`src/rtl/reorder_buffer.sv`:
```
// reorder_buffer: circular in-order retirement buffer; allocates rename tags, captures CDB
// results, forwards ready operands to dispatch and retires/flushes in program order.
module reorder_buffer #(
   parameter int ROB_SIZE = 16,
   parameter int IDX_W = 4
) (
   input  logic        clk,
   input  logic        rst,
   input  logic        rdy,
   input  logic        dispatch_valid,
   input  logic [4:0]  dispatch_rd,
   input  logic [1:0]  dispatch_type,
   input  logic [31:0] dispatch_pc,
   input  logic        dispatch_pred_taken,
   output logic [4:0]  alloc_tag,
   output logic        rob_full,
   input  logic [4:0]  query_tag_i,
   input  logic [4:0]  query_tag_j,
   output logic        query_ready_i,
   output logic        query_ready_j,
   output logic [31:0] query_value_i,
   output logic [31:0] query_value_j,
   input  logic        alu_cdb_valid,
   input  logic [4:0]  alu_cdb_tag,
   input  logic [31:0] alu_cdb_value,
   input  logic        alu_cdb_taken,
   input  logic [31:0] alu_cdb_target,
   input  logic        lsb_cdb_valid,
   input  logic [4:0]  lsb_cdb_tag,
   input  logic [31:0] lsb_cdb_value,
   output logic        commit_valid,
   output logic [4:0]  commit_dest,
   output logic [4:0]  commit_tag,
   output logic [31:0] commit_value,
   output logic        store_commit,
   output logic [4:0]  store_commit_tag,
   output logic        wrong_commit,
   output logic [31:0] redirect_pc,
   output logic        bp_update_valid,
   output logic [31:0] bp_update_pc,
   output logic        bp_update_taken
);
   localparam logic [5:0] SZ = 6'(ROB_SIZE);
   logic [ROB_SIZE-1:0] busy, ready, pred, taken;
   logic [4:0]  rd     [ROB_SIZE];
   logic [1:0]  kind   [ROB_SIZE];
   logic [31:0] pc     [ROB_SIZE];
   logic [31:0] target [ROB_SIZE];
   logic [31:0] value  [ROB_SIZE];
   logic [IDX_W-1:0] head, tail, ia, il, qa, qb;
   logic [IDX_W:0] count;
   logic [4:0] head_tag;
   logic alloc, commit, cv, wa, wl, is_reg, is_br, is_st, wrong;
   logic hi, hj, ai, aj, li, lj;

   function automatic logic ok(input logic [4:0] t);
      return t != 5'd0 && {1'b0, t} <= SZ;
   endfunction

   function automatic logic [IDX_W-1:0] idx(input logic [4:0] t);
      logic [4:0] m;
      m = t - 5'd1;
      return m[IDX_W-1:0];
   endfunction

   assign rob_full = count == (IDX_W+1)'(ROB_SIZE);
   assign alloc_tag = 5'(tail) + 5'd1;
   assign head_tag = 5'(head) + 5'd1;
   // wrong_commit doubles as the flush cycle: new work is dropped and the buffer empties at its end
   assign alloc = dispatch_valid && !rob_full && !wrong_commit;
   assign commit = !wrong_commit && busy[head] && ready[head];
   assign is_reg = kind[head] == 2'd0;
   assign is_br = kind[head] == 2'd1;
   assign is_st = kind[head] == 2'd2;
   assign wrong = is_br && taken[head] != pred[head];
   assign cv = commit && (is_reg || (is_br && rd[head] != 5'd0));
   assign ia = idx(alu_cdb_tag);
   assign il = idx(lsb_cdb_tag);
   assign wa = alu_cdb_valid && !wrong_commit && ok(alu_cdb_tag) && busy[ia];
   assign wl = lsb_cdb_valid && !wrong_commit && ok(lsb_cdb_tag) && busy[il];

   assign qa = idx(query_tag_i);
   assign qb = idx(query_tag_j);
   assign hi = ok(query_tag_i) && busy[qa] && ready[qa];
   assign hj = ok(query_tag_j) && busy[qb] && ready[qb];
   assign ai = alu_cdb_valid && alu_cdb_tag == query_tag_i;
   assign aj = alu_cdb_valid && alu_cdb_tag == query_tag_j;
   assign li = lsb_cdb_valid && lsb_cdb_tag == query_tag_i;
   assign lj = lsb_cdb_valid && lsb_cdb_tag == query_tag_j;
   assign query_ready_i = query_tag_i == 5'd0 || hi || ai || li;
   assign query_ready_j = query_tag_j == 5'd0 || hj || aj || lj;
   assign query_value_i = query_tag_i == 5'd0 ? '0 : hi ? value[qa] : ai ? alu_cdb_value :
                          li ? lsb_cdb_value : '0;
   assign query_value_j = query_tag_j == 5'd0 ? '0 : hj ? value[qb] : aj ? alu_cdb_value :
                          lj ? lsb_cdb_value : '0;

   always_ff @(posedge clk) begin
      if (rst) begin
         busy <= '0;
         ready <= '0;
         head <= '0;
         tail <= '0;
         count <= '0;
         commit_valid <= 1'b0;
         commit_dest <= '0;
         commit_tag <= '0;
         commit_value <= '0;
         store_commit <= 1'b0;
         store_commit_tag <= '0;
         wrong_commit <= 1'b0;
         redirect_pc <= '0;
         bp_update_valid <= 1'b0;
         bp_update_pc <= '0;
         bp_update_taken <= 1'b0;
      end else if (rdy) begin
         commit_valid <= cv;
         commit_dest <= cv ? rd[head] : '0;
         commit_tag <= cv ? head_tag : '0;
         commit_value <= cv ? value[head] : '0;
         store_commit <= commit && is_st;
         store_commit_tag <= commit && is_st ? head_tag : '0;
         wrong_commit <= commit && wrong;
         redirect_pc <= commit && wrong ? target[head] : '0;
         bp_update_valid <= commit && is_br;
         bp_update_pc <= commit && is_br ? pc[head] : '0;
         bp_update_taken <= commit && is_br && taken[head];
         if (wrong_commit) begin
            busy <= '0;
            ready <= '0;
            head <= '0;
            tail <= '0;
            count <= '0;
         end else begin
            // LSB first so the ALU result wins when both name the same tag
            if (wl) begin
               ready[il] <= 1'b1;
               value[il] <= lsb_cdb_value;
            end
            if (wa) begin
               ready[ia] <= 1'b1;
               value[ia] <= alu_cdb_value;
               taken[ia] <= alu_cdb_taken;
               target[ia] <= alu_cdb_target;
            end
            if (commit) begin
               busy[head] <= 1'b0;
               ready[head] <= 1'b0;
               head <= head + IDX_W'(1);
            end
            if (alloc) begin
               busy[tail] <= 1'b1;
               ready[tail] <= 1'b0;
               rd[tail] <= dispatch_rd;
               kind[tail] <= dispatch_type;
               pc[tail] <= dispatch_pc;
               pred[tail] <= dispatch_pred_taken;
               tail <= tail + IDX_W'(1);
            end
            count <= count + (IDX_W+1)'(alloc) - (IDX_W+1)'(commit);
         end
      end
   end
endmodule

```
`config.mk`:
```
export PLATFORM = sky130hd
export DESIGN_NAME = reorder_buffer
export DESIGN_NICKNAME = d
export VERILOG_FILES = /design/src/rtl/reorder_buffer.sv
export SDC_FILE = /design/constraint.sdc
export NUM_CORES = 2
export LEC_CHECK = 0
export ABC_CLOCK_PERIOD_IN_PS = 7000
export BUFFER_PORTS_ARGS = -buffer_cell sky130_fd_sc_hd__buf_2
export CAP_MARGIN = 20
export CORE_ASPECT_RATIO = 0.9
export CORE_MARGIN = 2
export CORE_UTILIZATION = 62
export CTS_CLUSTER_DIAMETER = 30
export DETAILED_ROUTE_END_ITERATION = 12
export PLACE_DENSITY_LB_ADDON = 0.2
export SLEW_MARGIN = 20
export SYNTH_ARGS = -nofsm -noshare
export SYNTH_HDL_FRONTEND = slang
export SYNTH_SLANG_ARGS = --single-unit
```
`constraint.sdc`:
```
create_clock -name clk -period 7 [get_ports clk]
set_clock_uncertainty 0.2 [all_clocks]
set_input_delay 0.35 -clock clk [delete_from_list [all_inputs] [get_ports clk]]
set_output_delay 0.35 -clock clk [all_outputs]
set_load 0.05 [all_outputs]
```
==> qor.csv <==
metric,value,unit
worst-path-buf-inv,4,
cts_tree,yes,
drcViolationCount,1,
numCtsBuffers,370,
routedWlPerCell,34.5,um
min_period,5.59,ns
yosysWarningCount,0,
critPathKind,primary input to output pin,
switchingPower,6.94,mW
clockBufferDepth,4,
irDropWorstVdd,0.356,mV
finalSetupViolCount,0,
drive_above_1_share,42.0,%
grt_first_pass_wirelength,388,mm
worst_path_dominant_cell_family,buffers and inverters,
wirelength,266,mm
power,31.5,mW
synth_seq_area_share,60.8,%
die_w,402,um
syn_area_per_cell,17.7,um^2
drtIter0Drc,8011,
nets,5726,
synth_seq_cells,1845,
area_delta_synth_final,19.9,%
final_common_cell,edfxtp_1,
grt.total_usage,36.6,%
rows,131,
clk_latency,0.94,ns
crit_path_max_incr_delay,0.82,ns
dieArea,146000,um^2
tightest_slew,1.18,ns
hpwl,139,mm
rsz0062_at_grt,false,
arrival,5.04,ns
dr.pass1.iters,10,
via_count,55600,
max_cap_viol_count,0,
async_reset_ff_share,0,%
cts.clk_slew.worst_paths,0.04,ns
status,"complete, but fails checks",
startpoint_type,primary input,
p_clk_share,57.0,%
antenna_found_initial,21,
synth-main-ff-cell,edfxtp_1,
crit_top_cell,mux4_2,
setup_tns,0,ns
violations,DRC,
synth-edff-count,1680,
hold_class,primary input to flip-flop,
fmax,179,MHz
grt_max_degree,161,
cp.required,6.45,ns
grt_pass1_vias,56400,
cpMaxStageDelayCell,nor2b_4,
final-hold-violation-count,0,
clkSinkCount,1845,
cts-resized-gates,0,
switching_share,22.0,%
power_density,298,nW/um^2
cts-root-buf,clkbuf_16,
seq_power_share,38.3,%
htreeDepth,5,
io_buffers,350,
syn_nets,5189,
most-common-layout-cells,"edfxtp_1 (1680), mux4_2 (763), mux2_2 (442)",
post-route-period-util,79.9,%
overflow,0,
fillers,7940,
initial_utilization,62.4,%
ant_nets,0,
maxSlewViolCount,0,
post_cts_buffers,0,
synth_cell_type_count,83,
synthCells,4996,
syn-cell-area,88400,um^2
postCtsHoldBufs,178,
num_io_pins,351,
crit_fanout,56,
end_kind,output pin,
power.internal,24.6,mW
max-slew-margin-rel,21.0,%
path_cells,buf_8 -> inv_2 -> ha_4 -> xnor2_4 -> mux4_2 -> mux4_2 -> nor2b_4 -> buf_4 -> nand2_1 -> a21oi_1 -> buf_2,
pwr-share-comb,4.7,%
core,142000,um^2
die_h,362,um
p_leak,35.3,nW
vias_per_cell,7.22,
gp_congestion,0.932,
-- registers in the layout (all words and copies together) (netlist names), 32 cells and up, named ones only --
register and flops:
pc 512, target 512, value 512, rd 80, bp_update_pc 32, commit_value 32, kind 32, redirect_pc 32
-- metrics by stage --
| stage | instance area, um^2 | std cells | util, % | worst slack [ns] | hold WS (ns) |
|---|---|---|---|---|---|
| 6_report | 106000 | 7699 | 74.8 | 1.41 | 0.0769 |
| 2_1_floorplan | 88400 | 4996 | - | 2.13 | 0.249 |
| 3_3_place_gp | 91400 | 6841 | 64.5 | 1.66 | 0.228 |
| 5_1_grt | 106000 | 7699 | 74.8 | 1.16 | 0.0946 |
| 3_5_place_dp | 91400 | 6842 | 64.5 | 1.50 | 0.236 |
| 4_1_cts | 106000 | 7684 | 74.7 | 1.49 | 0.0301 |
-- tightest hold or removal path: stages --
cell,delay [ns]
buf_2,0.21
xnor2_1,0.14
nand4_1,0.13
nor2_1,0.06
nor3_1,0.13
o21ai_0,0.09
-- synth_stat cells (all sizes together) (4+ instances only) --
cell type | count | area share [%]
edfxtp | 1680 | 57
mux4 | 765 | 19
mux2 | 519 | 6.8
nand2 | 312 | 1.3
clkbuf | 266 | 1.2
buf | 197 | 1.3
dfxtp | 165 | 3.7
a21oi | 134 | 0.76
mux2i | 106 | 1.2
a22o | 105 | 1.0
a22oi | 93 | 0.79
or3 | 66 | 0.47
nand3 | 53 | 0.31
and3 | 51 | 0.36
nor2 | 51 | 0.30
nor2b | 45 | 0.32
a211oi | 34 | 0.30
o211ai | 34 | 0.29
ha | 29 | 0.41
nor3 | 29 | 0.20
o21ai | 29 | 0.16
inv | 26 | 0.11
xor2 | 23 | 0.23
a31o | 21 | 0.21
dlygate4sd3 | 20 | 0.23
and2 | 13 | 0.092
nor4 | 13 | 0.13
a21o | 12 | 0.10
xnor2 | 12 | 0.13
a31oi | 9 | 0.064
a32o | 9 | 0.10
nand2b | 7 | 0.050
nor3b | 7 | 0.059
nand3b | 6 | 0.051
o31ai | 6 | 0.051
o21a | 5 | 0.042
a311oi | 4 | 0.040
nand4 | 4 | 0.028
o221ai | 4 | 0.067
or3b | 4 | 0.040
-- layout make-up --
| cell class | instances | area, um^2 | area share (%) |
|---|---|---|---|
| multi-input combinational | 2640 | 32500 | 30.7 |
| timing repair buffer | 648 | 4560 | 4.30 |
| clock buffer | 429 | 9600 | 9.06 |
| tap | 1862 | 2330 | 2.20 |
| inverter | 28 | 105 | 0.0992 |
| sequential | 1845 | 53800 | 50.7 |
| antenna | 12 | 30.0 | 0.0283 |
| clock inverter | 235 | 3060 | 2.89 |
-- power groups by stage --
stage	Clock, mW	Combinational [mW]	Sequential [mW]
after global placement	0	1.32	12.3
after floorplan	0	0.882	12.3
after global routing	18.6	1.55	12.1
after CTS	18.1	1.44	12.1
after detailed placement	0	1.34	12.3
final	18.0	1.48	12.1
-- path summary, 6_finish.rpt --
path                                                       start                                to  slack, ns  cells past startpoint
worst max-delay path                              query_tag_j[0]                  query_value_j[2]       1.41                     11
worst min-delay path                              lsb_cdb_tag[4]             ready[7]$_SDFFE_PP0P_       0.08                      6
worst max register to register              busy[3]$_SDFFE_PP0P_            value[6][16]$_DFFE_PP_       2.28                      8
worst min register to register  store_commit_tag[0]$_SDFFE_PP0P_  store_commit_tag[0]$_SDFFE_PP0P_       0.26                      2
-- layer usage --
| metal | part of all wire (%) | GRT usage (%) |
|---|---|---|
| met5 | 0.034 | 0 |
| met4 | 4.2 | 15.9 |
| met3 | 12 | 10.2 |
| met2 | 47 | 55.9 |
| met1 | 37 | 50.1 |
-- kinds of logic after synthesis --
group	synth area share [%]
mux	27.5
buf+inv	2.85
simple gates	3.79
fa+ha+maj	0.433
flops	60.8
compound gates	4.21
xor+xnor	0.355
(Power assumes the default switching activity.)
